<file path="src/rtl/demux2_32_buf.sv">
// Registered 1-to-2 demultiplexer: steers one producer's words into two independent
// 2-entry output FIFOs with valid/ready handshakes and per-side accepted-word counters.
module demux2_32_buf #(
  parameter int W  = 32,
  parameter int CW = 8
) (
  input  logic          CLK,
  input  logic          CLR,
  input  logic [W-1:0]  IN,
  input  logic          IN_V,
  input  logic          S0,
  output logic          IN_R,
  output logic [W-1:0]  Y0,
  output logic          Y0_V,
  input  logic          Y0_R,
  output logic [W-1:0]  Y1,
  output logic          Y1_V,
  input  logic          Y1_R,
  output logic [CW-1:0] CNT0,
  output logic [CW-1:0] CNT1
);

  // Each side: head register drives Yn directly, second register holds the tail.
  logic [W-1:0]  head_q [2];
  logic [W-1:0]  head_d [2];
  logic [W-1:0]  tail_q [2];
  logic [W-1:0]  tail_d [2];
  logic [1:0]    occ_q  [2];
  logic [1:0]    occ_d  [2];
  logic [CW-1:0] cnt_q  [2];
  logic [CW-1:0] cnt_d  [2];

  logic       in_r;
  logic [1:0] sel;
  logic [1:0] out_r;
  logic [1:0] push;
  logic [1:0] pop;

  assign sel   = {S0, ~S0};
  assign out_r = {Y1_R, Y0_R};

  // NOTE: every always_comb output gets a default first so no path leaves it unassigned (no latches).
  always_comb begin
    in_r = (occ_q[S0] != 2'd2);
    for (int s = 0; s < 2; s++) begin
      head_d[s] = head_q[s];
      tail_d[s] = tail_q[s];
      push[s]   = IN_V && in_r && sel[s];
      pop[s]    = (occ_q[s] != 2'd0) && out_r[s];

      if (pop[s] && occ_q[s] == 2'd2)
        head_d[s] = tail_q[s];

      // A push lands in the head slot whenever the head is (or is about to be) free.
      if (push[s]) begin
        if (occ_q[s] == 2'd0 || pop[s])
          head_d[s] = IN;
        else
          tail_d[s] = IN;
      end

      occ_d[s] = occ_q[s] + {1'b0, push[s]} - {1'b0, pop[s]};
      cnt_d[s] = cnt_q[s] + CW'(push[s]);
    end
  end

  // NOTE: sequential state uses non-blocking assignments so all flops update from pre-edge values.
  always_ff @(posedge CLK or negedge CLR) begin
    if (!CLR) begin
      for (int s = 0; s < 2; s++) begin
        head_q[s] <= '0;
        tail_q[s] <= '0;
        occ_q[s]  <= '0;
        cnt_q[s]  <= '0;
      end
    end else begin
      for (int s = 0; s < 2; s++) begin
        head_q[s] <= head_d[s];
        tail_q[s] <= tail_d[s];
        occ_q[s]  <= occ_d[s];
        cnt_q[s]  <= cnt_d[s];
      end
    end
  end

  assign IN_R = in_r;
  assign Y0   = head_q[0];
  assign Y1   = head_q[1];
  assign Y0_V = (occ_q[0] != 2'd0);
  assign Y1_V = (occ_q[1] != 2'd0);
  assign CNT0 = cnt_q[0];
  assign CNT1 = cnt_q[1];

endmodule

</file>
<file path="config.mk">
export PLATFORM = sky130hd
export DESIGN_NAME = demux2_32_buf
export DESIGN_NICKNAME = d
export VERILOG_FILES = /design/src/rtl/demux2_32_buf.sv
export SDC_FILE = /design/constraint.sdc
export NUM_CORES = 1
export LEC_CHECK = 0
export ABC_AREA = 1
export CAP_MARGIN = 20
export CORE_ASPECT_RATIO = 1.2
export CORE_UTILIZATION = 24
export DETAILED_ROUTE_END_ITERATION = 6
export PLACE_DENSITY = 0.42
export RECOVER_POWER = 25
export SYNTH_ARGS = -nofsm -noshare
export SYNTH_HDL_FRONTEND = slang
export SYNTH_SLANG_ARGS = --single-unit
</file>
<file path="constraint.sdc">
create_clock -name CLK -period 2.05 [get_ports CLK]
set_input_delay 0.205 -clock CLK [delete_from_list [all_inputs] [get_ports CLK]]
set_output_delay 0.205 -clock CLK [all_outputs]
set_load 0.01 [all_outputs]
</file>
==> flow_metrics.tcl <==
set metrics [dict create \
    layout.nets 1040 \
    min_period_ns 1.94 \
    antenna_found_initial 0 \
    finalCritPeriodShare_pct 94.8 \
    cts_tree "built" \
    p_total_mw 13.4 \
    ios 121 \
    cp.arrival_ns 1.74 \
    coreArea_sq_um 28700 \
    drive_gt1_share_pct 8.35 \
    syn-cell-area_sq_um 6990 \
    max_freq_mhz 514 \
    postCtsSetupRepairBufs 0 \
    crit_start "occ_q[1]" \
    yosys.area.top_type_share_pct 53.0 \
    required_ns 1.85 \
    finalWirelength_mm 23.9 \
    io_buffers 120 \
    crit_path_max_incr_delay_ns 0.48 \
    drc 0 \
    cp_num_buf_inv 2 \
    diodes 0 \
    hold_path.class "in2reg" \
    cts_sinks 148 \
    worstPathMaxFanout 7 \
    yosys-top-cells-area "dfrtp_1 (53%), nand2_1 (25%), nand4_1 (6.1%)" \
    critPathKind "reg2out" \
    status "complete, no violations" \
    die_x_um 158 \
    cts_buffers 17 \
    cts_root_buffer "clkbuf_16" \
    synth_cell_types 21 \
    die_y_um 189 \
    placed_area_sq_um 8710 \
    avgRoutedWirePerCell_um 17.2 \
    final_cells 1391 \
    dpl.hpwl_mm 15.8 \
    ys_seq_area_share_pct 53.0 \
    htree_levels 4 \
    power_density_nw_per_um2 1440 \
    grt_first_pass_wirelength_mm 37.5 \
    syn_inst 876 \
    skew_ns 0.00904 \
    path_delay_family "buffers and inverters" \
    drtPass1Iterations 5 \
    holdWs_ns 0.457 \
    syn-num-nets 922 \
    dp_cells 1359 \
    ir_worst_vdd_v 0.000443 \
    rsz0062_at_grt "no" \
    grt_max_degree 45 \
    async_flop_share_pct 100 \
    finalSetupTns_ns 0 \
    clkTransAtPathRegs_ns 0.06 \
    hold_depth 3 \
    ant_nets 0 \
    overflow 0 \
    grt_pass1_vias 6240 \
    postLayoutCellArea_sq_um 9260 \
    rows 68 \
    postSynthRegisterBits 148 \
    finalSetupViolCount 0 \
    ys.flop_type "dfrtp_1" \
    synth_common_cells "nand2_1 (464), dfrtp_1 (148), nand4_1 (68)" \
    synth_most_common_cell "nand2_1" \
    drtIter0Drc 391 \
    clockBufferDepth 2 \
    p_leak_nw 4.57 \
    dieArea_sq_um 29800 \
    path_cells "nor2_1, inv_1, clkdlybuf4s50_1" \
    gp_congestion 0.739 \
    finalHoldViolations 0 \
    clock_latency_ns 0.43 \
    max_cap_viol_count 0 \
    yosysWarnings 0 \
    cp.depth 3 \
    synth-edff-count 0 \
    start_kind "flop" \
    regToRegStartpoint "occ_q[2]" \
    avgSynthCellArea_sq_um 7.98 \
    grt.total_usage_pct 16.9 \
    syn2layout_area_growth_pct 32.5 \
    synth_top_area_cell "dfrtp_1" \
    crit_path_top_delay_cell "dfrtp_2" \
    drv_slew 0 \
    vias 6128 \
    start_util_pct 24.4 \
    viasPerCell 4.41 \
    hp-start "IN[0]" \
    tightest_slew_ns 1.34 \
    endpoint_kind "primary output" \
    maxSlewHeadroom_pct 10.9 \
    reg2regPathDepth 8 \
]
## metal layers
metal	wire length [um]	share of wire, %	GRT usage (%)	vias up
met5	0	0	0	-
met4	238	1.0	4.93	0
met3	976	4.1	2.84	14
met2	11600	48	27.7	141
met1	11100	46	22.8	2930
li1	-	-	-	3043
## state kept, by name (all words and copies together), names as in the netlist
| register | count |
|---|---|
| CNT0 | 8 |
| Y0 | 32 |
| Y1 | 32 |
| tail_q | 64 |
| occ_q | 4 |
| CNT1 | 8 |
## placed cells by master, fill, tap and decap left out
cell and n:
ha_1 8, o21ai_0 64, a21oi_1 2, xor2_1 6, nand4_1 68, inv_2 2
o21ai_2 2, nor2_4 4, clkinv_4 3, clkdlybuf4s50_1 117, nand2_2 2, nand2_1 464
dfrtp_1 146, nand3_1 10, nor2_1 9, inv_1 19, or2_2 1, xnor2_1 6
clkbuf_8 3, clkbuf_16 17, dfrtp_2 2, dlygate4sd3_1 1, clkbuf_2 1, buf_12 5
buf_4 31, nor2_2 1, clkinvlp_4 6, nand3_4 2, dlygate4sd2_1 2, clkinv_2 2
## what timing repair did
action	in CTS	in global routing
setup endpoints to repair	3	0
gates resized for setup	5	0
hold endpoints to repair	40	0
hold buffers	1	0
## cell type report
cell class	instances	area, sq um
clock buffer	20	467
clock inverter	11	81.3
fill	3065	19400
inverter	21	78.8
multi-input combinational	649	2910
sequential	148	3710
tap	385	482
timing repair buffer	157	1540
## final timing paths
kind / endpoint / slack (ns)
min: tail_q[32] / 0.46
min reg2reg: CNT0[6] / 0.50
max reg2reg: Y0[31] / 0.33
max in group asynchronous: occ_q[3] / 0.44
min in group asynchronous: CNT1[6] / 0.60
max: Y1_V / 0.11
## power breakdown
| group | leakage [nW] | total (mW) | switching [mW] | internal (mW) |
|---|---|---|---|---|
| combinational | 2.46 | 5.35 | 2.98 | 2.38 |
| sequential | 1.86 | 5.07 | 0.853 | 4.21 |
| clock | 0.252 | 2.95 | 1.31 | 1.64 |
| total | 4.57 | 13.4 | 5.14 | 8.23 |
## stage by stage
stage / utilization, % / worst slack [ns]
2_1_floorplan: - / 0.333
3_3_place_gp: 30.4 / 0.0109
3_5_place_dp: 30.4 / -0.00228
4_1_cts: 32.3 / 0.0332
5_1_grt: 32.3 / 0.0346
6_report: 32.3 / 0.106
## worst register-to-register path, cell delays in order (launching register included)
cell and delay, ns:
dfrtp_1 0.44, inv_2 0.11, buf_4 0.36, nand3_1 0.17
buf_4 0.28, nand2_1 0.10, nand2_1 0.05, nand2_1 0.06
nand2_1 0.05
## logic make-up after synthesis
logic type	synth area share (%)
compound gates	4.98
fa+ha+maj	1.43
simple gates	33.7
flops	53.0
buf+inv	5.39
xor+xnor	1.50
Note: power is estimated with default switching activity, not from simulation.
